`config.mk`:
```
export PLATFORM = sky130hd
export DESIGN_NAME = ysyx_23060096_wbu
export DESIGN_NICKNAME = d
export VERILOG_FILES = /design/src/rtl/ysyx_23060096_pkg.sv /design/src/rtl/ysyx_23060096_wbu_load_ext.sv /design/src/rtl/ysyx_23060096_wbu.sv
export SDC_FILE = /design/constraint.sdc
export NUM_CORES = 1
export LEC_CHECK = 0
export CORE_ASPECT_RATIO = 1.1
export CORE_UTILIZATION = 39
export DETAILED_ROUTE_END_ITERATION = 10
export GPL_ROUTABILITY_DRIVEN = 0
export PLACE_DENSITY_LB_ADDON = 0.12
export REMOVE_ABC_BUFFERS = 1
export SYNTH_ARGS = -nofsm -noshare
export SYNTH_HDL_FRONTEND = slang
export SYNTH_SLANG_ARGS = --single-unit
```
`constraint.sdc`:
```
create_clock -name clk -period 1.1 [get_ports clk]
set_input_delay 0.11 -clock clk [delete_from_list [all_inputs] [get_ports clk]]
set_output_delay 0.11 -clock clk [all_outputs]
set_load 0.01 [all_outputs]
```
`src/rtl/ysyx_23060096_pkg.sv`:
```
// Shared definitions for the writeback unit: width defaults and load funct3 encodings.
package ysyx_23060096_pkg;

  localparam int ADDR_W_DEF = 5;
  localparam int DATA_W_DEF = 32;

  // RISC-V load funct3 encodings; anything else is treated as a plain word
  typedef enum logic [2:0] {
    F3_LB  = 3'b000,
    F3_LH  = 3'b001,
    F3_LW  = 3'b010,
    F3_LBU = 3'b100,
    F3_LHU = 3'b101
  } ld_f3_e;

endpackage

```
`src/rtl/ysyx_23060096_wbu_load_ext.sv`:
```
// Load data extraction: pick byte/halfword lane from the raw bus word and extend.
module ysyx_23060096_load_ext
  import ysyx_23060096_pkg::*;
#(
  parameter int DATA_WIDTH = DATA_W_DEF
) (
  input  logic [31:0]           rdata,
  input  logic [2:0]            funct3,
  input  logic [1:0]            addr_lo,
  output logic [DATA_WIDTH-1:0] data
);

  logic [7:0]  byte_sel;
  logic [15:0] half_sel;

  // Lane select, then sign/zero extension by funct3
  always_comb begin
    case (addr_lo)
      2'd0:    byte_sel = rdata[7:0];
      2'd1:    byte_sel = rdata[15:8];
      2'd2:    byte_sel = rdata[23:16];
      default: byte_sel = rdata[31:24];
    endcase
    half_sel = addr_lo[1] ? rdata[31:16] : rdata[15:0];
    data     = DATA_WIDTH'(rdata);
    case (funct3)
      F3_LB:   data = {{(DATA_WIDTH-8){byte_sel[7]}}, byte_sel};
      F3_LH:   data = {{(DATA_WIDTH-16){half_sel[15]}}, half_sel};
      F3_LBU:  data = DATA_WIDTH'(byte_sel);
      F3_LHU:  data = DATA_WIDTH'(half_sel);
      default: data = DATA_WIDTH'(rdata);
    endcase
  end

endmodule

```
`src/rtl/ysyx_23060096_wbu.sv`:
```
// Writeback unit: arbitrates EXU/LSU results onto the register-file write port.
// LSU has fixed priority. Optional pending-register scoreboard enabled by
// defining YSYX_23060096_SCOREBOARD_EN; otherwise hazard is tied low.
module ysyx_23060096_wbu
  import ysyx_23060096_pkg::*;
#(
  parameter int ADDR_WIDTH = ADDR_W_DEF,
  parameter int DATA_WIDTH = DATA_W_DEF
) (
  input  logic                  clk,
  input  logic                  rstn,
  input  logic                  exu_valid,
  output logic                  exu_ready,
  input  logic [ADDR_WIDTH-1:0] exu_rd,
  input  logic [DATA_WIDTH-1:0] exu_data,
  input  logic                  exu_wen,
  input  logic                  lsu_valid,
  output logic                  lsu_ready,
  input  logic [ADDR_WIDTH-1:0] lsu_rd,
  input  logic [31:0]           lsu_rdata,
  input  logic [2:0]            lsu_funct3,
  input  logic [1:0]            lsu_addr_lo,
  output logic                  rf_wen,
  output logic [ADDR_WIDTH-1:0] rf_waddr,
  output logic [DATA_WIDTH-1:0] rf_wdata,
  input  logic                  issue_valid,
  input  logic [ADDR_WIDTH-1:0] issue_rd,
  input  logic [ADDR_WIDTH-1:0] rs1,
  input  logic [ADDR_WIDTH-1:0] rs2,
  output logic                  hazard,
  output logic                  retire
);

  logic [DATA_WIDTH-1:0] ld_data;
  logic                  exu_acc;
  logic                  rf_wen_d, rf_wen_q, retire_d, retire_q;
  logic [ADDR_WIDTH-1:0] rf_waddr_d, rf_waddr_q;
  logic [DATA_WIDTH-1:0] rf_wdata_d, rf_wdata_q;

  ysyx_23060096_load_ext #(.DATA_WIDTH(DATA_WIDTH)) u_load_ext (
    .rdata   (lsu_rdata),
    .funct3  (lsu_funct3),
    .addr_lo (lsu_addr_lo),
    .data    (ld_data)
  );

  // LSU always accepted; EXU only when LSU is idle. Held high in reset.
  assign lsu_ready = 1'b1;
  assign exu_ready = !(rstn && lsu_valid);
  assign exu_acc   = exu_valid && exu_ready;

  // Select the winning channel; rd 0 or exu_wen=0 retires without writing
  always_comb begin
    rf_wen_d   = 1'b0;
    retire_d   = 1'b0;
    rf_waddr_d = rf_waddr_q;
    rf_wdata_d = rf_wdata_q;
    if (lsu_valid) begin
      retire_d   = 1'b1;
      rf_wen_d   = (lsu_rd != '0);
      rf_waddr_d = lsu_rd;
      rf_wdata_d = ld_data;
    end else if (exu_acc) begin
      retire_d   = 1'b1;
      rf_wen_d   = exu_wen && (exu_rd != '0);
      rf_waddr_d = exu_rd;
      rf_wdata_d = exu_data;
    end
  end

  // Registered write port; reset discards any in-flight write
  always_ff @(posedge clk or negedge rstn) begin
    if (!rstn) begin
      rf_wen_q   <= 1'b0;
      retire_q   <= 1'b0;
      rf_waddr_q <= '0;
      rf_wdata_q <= '0;
    end else begin
      rf_wen_q   <= rf_wen_d;
      retire_q   <= retire_d;
      rf_waddr_q <= rf_waddr_d;
      rf_wdata_q <= rf_wdata_d;
    end
  end

  assign rf_wen   = rf_wen_q;
  assign retire   = retire_q;
  assign rf_waddr = rf_waddr_q;
  assign rf_wdata = rf_wdata_q;

`ifdef YSYX_23060096_SCOREBOARD_EN
  localparam int NREG = 1 << ADDR_WIDTH;
  logic [NREG-1:0] pend_d, pend_q;

  // Clear on write, then set on issue so a same-edge reissue wins
  always_comb begin
    pend_d = pend_q;
    if (rf_wen_q) pend_d[rf_waddr_q] = 1'b0;
    if (issue_valid && issue_rd != '0) pend_d[issue_rd] = 1'b1;
    pend_d[0] = 1'b0;
  end

  // Pending-bit storage
  always_ff @(posedge clk or negedge rstn) begin
    if (!rstn) pend_q <= '0;
    else       pend_q <= pend_d;
  end

  assign hazard = pend_q[rs1] | pend_q[rs2];
`else
  logic unused_issue;
  assign unused_issue = ^{issue_valid, issue_rd, rs1, rs2};
  assign hazard       = 1'b0;
`endif

endmodule
```
==> results of run 1 <==
==> Yosys cell counts, drive strengths merged <==
cell | n | area [um2]
dfrtp | 39 | 976
nand2 | 33 | 124
o21ai | 28 | 140
mux2i | 26 | 260
a32o | 16 | 160
mux2 | 16 | 184
buf | 13 | 76.3
clkbuf | 13 | 48.8
a31oi | 9 | 56.3
nor2b | 9 | 58.8
nor2 | 7 | 26.3
o22ai | 7 | 43.8
a211oi | 6 | 45.0
nor3b | 6 | 45.0
inv | 4 | 15.0
o21a | 4 | 30.0
o32ai | 4 | 35.0
a21oi | 3 | 15.0
a32oi | 2 | 25.0
a41oi | 2 | 17.5
conb | 2 | 7.51
or2 | 2 | 12.5
or4 | 2 | 15.0
a311oi | 1 | 8.76
nand2b | 1 | 6.26
nand3b | 1 | 7.51
nor3 | 1 | 5.00
o2111ai | 1 | 8.76
o22a | 1 | 8.76
o311ai | 1 | 26.3
o31ai | 1 | 7.51
or2b | 1 | 7.51
==> timing repair <==
action / in CTS / in global routing
resized for setup: 99 / 41
pin swaps: 27 / 21
setup endpoints to repair: 73 / 53
gates cloned: 1 / 0
setup buffers: 3 / 2
hold buffers: 1 / 0
hold endpoints to repair: 39 / 0
==> worst paths after layout <==
kind | to | slack [ns] | cells after the start
setup / recovery | rf_wdata[23] | -0.12 | 5
hold / removal | rf_waddr[1] | 0.08 | 3
setup reg to reg | rf_wdata[9] | -0.01 | 3
hold reg to reg | rf_waddr[1] | 0.58 | 2
max in group asynchronous | rf_waddr[4] | 0.30 | 3
min in group asynchronous | rf_wdata[10] | 0.44 | 3
==> registers in the layout, summed over array words and instances, names as in the netlist <==
| register | cells |
|---|---|
| retire | 1 |
| rf_waddr | 5 |
| rf_wdata | 32 |
| rf_wen | 1 |
==> metrics by stage <==
step	hold slack [ns]	TNS, ns	total power, mW
global placement	0.222	-24.74	3.23
detailed placement	0.218	-25.75	3.25
global route	0.0723	-2.71	4.44
floorplan	-0.186	-2.41	2.23
CTS	0.200	-1.40	4.17
finish	0.0796	-2.56	4.22
==> report_power, final <==
group / internal [mW] / switching [mW]
Clock: 0.446 / 0.516
Combinational: 0.883 / 0.706
Sequential: 1.59 / 0.0815
==> kinds of logic after synthesis <==
family	count (synthesis)	share of synthesized area, %
flops	39	39.0
buf+inv	30	5.60
mux	42	17.7
simple gates	63	12.3
other cells	2	0.300
compound gates	86	25.1
==> worst register-to-register path, delay by kind of cell (launching register included) <==
kind	cells	cell delay, ns
flip-flops	1	0.41
AO/OA/AOI/OAI	2	0.31
multiplexers	1	0.28
==> area by class of cell <==
class                   instances  area (um2)
multi-input cells             194        1580
repair buffers                169        1610
flip-flops and latches         39         976
clock inverters                 1        5.00
well taps                      80         100
clock buffers                   7        76.3
inverters                       4        17.5
fillers                       499        1830
==> metal layers <==
layer / routed length, um / part of all wire [%] / vias to the layer above
li1: - / - / 1292
met4: 175 / 2.0 / 0
met5: 0 / 0 / -
met1: 3730 / 43 / 1344
met2: 4270 / 49 / 126
met3: 591 / 6.7 / 17
==> impl_metrics.tcl, run 1 <==
set metrics [dict create \
    status "finished with violations" \
    violations "negative setup slack" \
    clk_latency_ns 0.29 \
    hold_viol_final 0 \
    post_synth_num_cell_types 39 \
    end_kind "flop" \
    min_period_ns 1.22 \
    vias 2779 \
    grt_use_met2_pct 45.1 \
    fmax_ghz 0.818 \
    fin_ws_ns -0.123 \
    dr.pass1.iters 4 \
    maxSlewHeadroom_pct 65.2 \
    layout-drive-gt1-share_pct 24.9 \
    yosys_warnings 0 \
    syn_to_final_growth_pct 74.3 \
    cp_max_fo 8 \
    postSynthAreaPerCell_um2 9.56 \
    r2r_start "rf_wdata[9]" \
    maxCapViolations 0 \
    grt_usage_pct 26.5 \
    pwr_density_cell_nw_per_um2 968 \
    ir_drop_mv 0.571 \
    start_kind "input pin" \
    synth_seq_area_share_pct 39.0 \
    clock-sinks 39 \
    drc 0 \
    grt_pass1_vias 2819 \
    placedCellCount 479 \
    die-height_um 86.0 \
    synth_area_um2 2500 \
    die_area_um2 6740 \
    slew_viol_final 0 \
    coreArea_um2 6190 \
    p_leak_nw 1.87 \
    cts_made_buffers 5 \
    finClkSkew_ns 0 \
    layout_commonest_cell "clkdlybuf4s50_1" \
    grt_busiest_layer "met2" \
    min_period_over_period_pct 111 \
    use_met1_pct 33.2 \
    vias_per_cell 5.63 \
    rsz0062_at_grt "yes" \
    numPortBuffers 123 \
    setup_violations 24 \
    cp-startpoint "lsu_addr_lo[0]" \
    wl_um 8760 \
    synthCells 262 \
    min_from "lsu_rd[1]" \
    dp_slack_ns -0.885 \
    grt_antenna_before_repair 0 \
    dpl.hpwl_um 6160 \
    fin_cells 494 \
    placedInstanceArea_um2 4070 \
    cpPeakStageDelay_ns 0.36 \
    start_util_pct 40.4 \
    critPathTopFamily "compound AO/OA/AOI/OAI gates" \
    ios 142 \
    clockBufferDepth 2 \
    tritoncts "yes" \
    crit_buf_inv 1 \
    detail-route-antenna-nets 0 \
    grt_max_degree 40 \
    tightestPinTransition_ns 0.507 \
    clockRootBuffer "clkbuf_8" \
    crit_chain "buf_8 > mux2_4 > a32oi_4 > o311ai_4 > a32o_1" \
    overflow 0 \
    postLayoutCoreUtil_pct 70.4 \
    drt-wirelength-per-cell_um 17.7 \
    final_nets 513 \
    synth_seq_cells 39 \
    layout_common_cells "clkdlybuf4s50_1 (67), dfrtp_1 (39), buf_4 (36)" \
    required_ns 1.28 \
    crit_path_top_delay_cell "a32oi_4" \
    grt_util_met3_pct 5.11 \
    clk_pin_slew_ns 0.08 \
    drt_first_iter_violations 174 \
    crit_type "in -> reg" \
    die_x_um 78.4 \
    hold_class "in -> reg" \
    h-tree-depth 2 \
    rows 30 \
    worstPathArrival_ns 1.41 \
    finalInstanceArea_um2 4360 \
    grt_pass1_wl_um 13800 \
    antenna_cells 0 \
]
Note: power is estimated with default switching activity, not from simulation.
==> inputs of run 2 (changes only) <==
Settings changed: CORE_UTILIZATION 39 to 30.
==> run 2 against run 1 <==
The run still ends with negative setup slack left. Routed wire length increased by 4.3%. Clock power increased by 33%. Global-route usage decreased by 5.0 points. Highest routed layer unchanged. Worst hold slack got worse by 0.011 ns. Clock skew unchanged. Sequential share of layout area increased by 0.36 points. Utilization decreased by 17 points. Final cell count increased by 4.7%. Critical path type unchanged. Clock-buffer cell count decreased by 1. Combinational power decreased by 4%. Cell area decreased by 1.6%. Via count decreased by 4.5%.
==> impl_metrics.tcl, run 2 (synthesis results as in run 1) <==
set metrics [dict create \
    intPower_mw 3.17 \
    status "finished with violations" \
    p_sw_share_pct 29.2 \
    end_kind "flop" \
    cts_made_buffers 5 \
    required_ns 1.29 \
    clockRootBuffer "clkbuf_8" \
    finClkSkew_ns 0 \
    clockPowerShare_pct 28.6 \
    tightestPinTransition_ns 0.568 \
    vias_per_cell 5.13 \
    fin_ws_ns -0.0641 \
    final_nets 508 \
    die_area_um2 8710 \
    crit_path_top_delay_cell "mux2_4" \
    drt-wirelength-per-cell_um 17.7 \
    hold_class "in -> reg" \
    overflow 0 \
    coreArea_um2 8000 \
    ir_drop_mv 0.642 \
    violations "negative setup slack" \
    die-height_um 97.8 \
    dp_slack_ns -0.864 \
    maxSlewHeadroom_pct 62.1 \
    syn_to_final_growth_pct 71.5 \
    layout-drive-gt1-share_pct 23.7 \
    crit_chain "buf_8 > mux2_4 > a32oi_4 > o311ai_4 > a32o_1" \
    dr.pass1.iters 4 \
    hold_viol_final 0 \
    detail-route-antenna-nets 0 \
    clock-sinks 39 \
    maxCapViolations 0 \
    critPathTopFamily "compound AO/OA/AOI/OAI gates" \
    cpPeakStageDelay_ns 0.30 \
    start_kind "input pin" \
    drt_first_iter_violations 164 \
    postLayoutCoreUtil_pct 53.7 \
    grt_pass1_wl_um 14200 \
    wl_um 9140 \
    clockBufferDepth 2 \
    clk_latency_ns 0.30 \
    setup_violations 17 \
    numPortBuffers 123 \
    grt_usage_pct 21.6 \
    vias 2653 \
    grt_pass1_vias 2754 \
    pwr_density_cell_nw_per_um2 1040 \
    h-tree-depth 2 \
    power_switching_mw 1.31 \
    dpl.hpwl_um 6680 \
    clk_pin_slew_ns 0.08 \
    fmax_ghz 0.859 \
    tritoncts "yes" \
    combPwrFrac_pct 34.0 \
    layout_common_cells "clkdlybuf4s50_1 (68), dfrtp_1 (39), buf_4 (35)" \
    cp_max_fo 8 \
    min_period_ns 1.16 \
    die_x_um 89.1 \
    rsz0062_at_grt "yes" \
    crit_buf_inv 1 \
    grt_max_degree 40 \
    pwr-share-seq_pct 37.4 \
    drc 0 \
    slew_viol_final 0 \
    largest_reg_flops 32 \
    grt_antenna_before_repair 0 \
    crit_type "in -> reg" \
    layout_commonest_cell "clkdlybuf4s50_1" \
    min_period_over_period_pct 106 \
    start_util_pct 31.3 \
    rows 34 \
    worstPathArrival_ns 1.35 \
    p_leak_nw 1.83 \
    antenna_cells 0 \
    ios 142 \
]
[run 2: path summary, 6_finish.rpt]
check                          startpoint      endpoint  slack (ns)  depth (start not counted)
max in group asynchronous            rstn  rf_wdata[31]        0.25                          3
min reg2reg                   rf_waddr[1]   rf_waddr[1]        0.57                          2
max                        lsu_addr_lo[0]  rf_wdata[23]       -0.06                          5
max reg2reg                   rf_wdata[1]   rf_wdata[1]        0.08                          4
min in group asynchronous            rstn   rf_waddr[2]        0.48                          3
min                             lsu_rd[4]   rf_waddr[4]        0.07                          3
[run 2: routing by layer]
metal	global-route usage, %	share of wire [%]
met4	6.23	1.6
met2	35.9	48
met5	0	0
met3	5.24	7.0
met1	27.4	43
[run 2: final cells by class]
class | count | area (um2)
Tap cell | 108 | 135
Clock inverter | 2 | 35.0
Inverter | 4 | 17.5
Multi-Input combinational cell | 194 | 1520
Clock buffer | 6 | 82.6
Timing Repair Buffer | 164 | 1530
Fill cell | 770 | 3700
Sequential cell | 39 | 976
[run 2: worst register-to-register path, stage by stage (launching register included)]
cell,delay [ns]
dfrtp_1,0.38
nor2b_1,0.14
a211oi_2,0.18
o32ai_1,0.11
o21a_1,0.11
[run 2: power groups by stage]
stage | combinational [mW] | clock (mW) | sequential (mW)
final | 1.52 | 1.28 | 1.67
after global routing | 1.64 | 1.36 | 1.69
after CTS | 1.48 | 1.30 | 1.67
after detailed placement | 1.54 | 0 | 1.71
after global placement | 1.52 | 0 | 1.71
after floorplan | 0.462 | 0 | 1.77
[run 2: timing repair]
item	4_1_cts	5_1_grt
hold buffers	1	0
hold endpoints to repair	39	0
cloned	1	0
gates resized for setup	95	41
setup endpoints to repair	72	56
pin swaps	27	13
setup buffers	1	1
[run 2: per-stage QoR]
step                      area (um2)  TNS, ns  hold WS, ns  power (mW)  cells
after floorplan                 2380    -2.41       -0.186        2.23    236
after global placement          4050   -24.23        0.276        3.23    505
after detailed placement        4050   -24.74        0.283        3.25    505
after CTS                       4200    -1.44        0.129        4.46    516
after global routing            4290    -1.17       0.0700        4.70    517
final                           4290   -0.881       0.0686        4.47    517
==> inputs of run 3 (changes only) <==
Settings changed: CORE_MARGIN from default to 5.
==> run 3 against run 2 <==
The flow still finishes with violations (negative setup slack). Largest power group unchanged. Sequential power about the same. Clock-buffer cell count increased by 1. Setup slack got worse by 0.056 ns. Flip-flop and latch count unchanged. First-iteration DRC count decreased by 32%. Final cell count increased by 1.2%. Utilization decreased by 1.1 points. Clock power decreased by 26%. Die area increased by 18%. Critical path type unchanged. Via count increased by 0.83%. Cell area increased by 1.4%. Critical path depth increased by 1.
==> impl_metrics.tcl, run 3 (synthesis results as in run 1) <==
set metrics [dict create \
    grt_max_degree 40 \
    rsz0062_at_grt "yes" \
    violations "negative setup slack" \
    antenna_cells 0 \
    drc 0 \
    start_kind "input pin" \
    required_ns 1.28 \
    ff_latch_area_um2 976 \
    use_met1_pct 23.4 \
    fmax_ghz 0.820 \
    layout_common_cells "clkdlybuf4s50_1 (68), dfrtp_1 (39), buf_4 (34)" \
    rows 35 \
    clockPowerShare_pct 22.7 \
    hold_viol_final 0 \
    die-height_um 106 \
    power_switching_mw 1.29 \
    clockBufferDepth 2 \
    grt_use_met2_pct 30.9 \
    intPower_mw 2.91 \
    fin_ws_ns -0.120 \
    tritoncts "yes" \
    drt-wirelength-per-cell_um 18.1 \
    holdPathStages 3 \
    grt_pass1_wl_um 15200 \
    grt_pass1_vias 2881 \
    pwr_density_cell_nw_per_um2 965 \
    crit_type "in -> reg" \
    largest_reg_flops 32 \
    p_leak_nw 1.84 \
    vias_per_cell 5.11 \
    maxCapViolations 0 \
    wl_um 9480 \
    slew_viol_final 0 \
    layout_commonest_cell "clkdlybuf4s50_1" \
    tns_ns -1.65 \
    end_kind "flop" \
    die_area_um2 10300 \
    numPortBuffers 123 \
    clk_latency_ns 0.29 \
    nFillCells 764 \
    start_util_pct 30.2 \
    whs_ns 0.150 \
    maxSlewHeadroom_pct 61.5 \
    final_nets 511 \
    overflow 0 \
    grt_antenna_before_repair 0 \
    setup_violations 17 \
    h-tree-depth 2 \
    combPwrFrac_pct 37.3 \
    clockRootBuffer "clkbuf_8" \
    ir_drop_mv 0.421 \
    pwr-share-seq_pct 40.0 \
    min_period_over_period_pct 111 \
    hold_class "in -> reg" \
    coreArea_um2 8280 \
    cp_max_fo 8 \
    worstRegToRegCells 4 \
    tightestPinTransition_ns 0.576 \
    grt_util_met3_pct 4.43 \
    vias 2675 \
    dr.pass1.iters 4 \
    grt_busiest_layer "met2" \
    finClkSkew_ns 0 \
    layout-drive-gt1-share_pct 24.8 \
    multi_input_area_um2 1550 \
    clk_pin_slew_ns 0.07 \
    die_x_um 97.1 \
    p_sw_share_pct 30.7 \
    detail-route-antenna-nets 0 \
    syn_to_final_growth_pct 73.9 \
    ios 142 \
    status "finished with violations" \
    dpl.hpwl_um 7180 \
    grt_usage_pct 18.4 \
    clock-sinks 39 \
    cts_made_buffers 5 \
    drt_first_iter_violations 111 \
    min_period_ns 1.22 \
    worstPathArrival_ns 1.40 \
]
-- run 3: path summary, 6_finish.rpt --
kind | startpoint | endpoint | slack [ns]
worst max-delay path | lsu_addr_lo[0] | rf_wdata[24] | -0.12
worst min-delay path | lsu_rdata[15] | rf_wdata[15] | 0.15
worst max register to register | rf_wdata[0] | rf_wdata[0] | 0.04
worst min register to register | rf_waddr[1] | rf_waddr[1] | 0.58
max in group asynchronous | rstn | rf_wdata[3] | 0.26
min in group asynchronous | rstn | rf_waddr[2] | 0.47
-- run 3: what timing repair did --
item | CTS | global route
pin swaps | 26 | 16
gates cloned | 1 | 0
resized for setup | 97 | 48
setup buffers | 2 | 2
endpoints found under the hold margin | 39 | 0
hold buffers | 1 | 0
setup endpoints to repair | 73 | 58
-- run 3: critical path, stage by stage --
cell	delay, ns
buf_8	0.10
mux2_4	0.30
a32oi_4	0.33
o311ai_4	0.16
buf_12	0.17
a32o_1	0.21
-- run 3: routing by layer --
layer  part of all wire [%]  routed length (um)
met1                     44                4150
met2                     49                4660
met3                    5.6                 527
met4                    1.4                 135
met5                      0                   0
-- run 3: through the flow --
step                worst slack (ns)  utilization, %  area [um2]  total power, mW  std cells
floorplan                     -0.149               -        2380             2.23        236
global placement              -0.837            49.3        4080             3.24        509
detailed placement            -0.896            49.3        4080             3.26        509
CTS                           -0.104            51.0        4220             4.17        521
global route                  -0.141            52.6        4350             4.46        523
finish                        -0.120            52.6        4350             4.20        523
-- run 3: cell type report --
| class | instances | area share, % |
|---|---|---|
| timing repair buffer | 167 | 36.6 |
| sequential | 39 | 22.4 |
| inverter | 4 | 0.402 |
| multi-input combinational | 194 | 35.5 |
| tap | 111 | 3.19 |
| clock inverter | 1 | 0.115 |
| clock buffer | 7 | 1.75 |
-- run 3: power groups by stage --
stage | logic [mW] | clock network, mW | registers [mW]
after floorplan | 0.462 | 0 | 1.77
final | 1.57 | 0.953 | 1.68
after CTS | 1.51 | 0.981 | 1.68
after global routing | 1.70 | 1.06 | 1.70
after detailed placement | 1.56 | 0 | 1.71
after global placement | 1.53 | 0 | 1.71
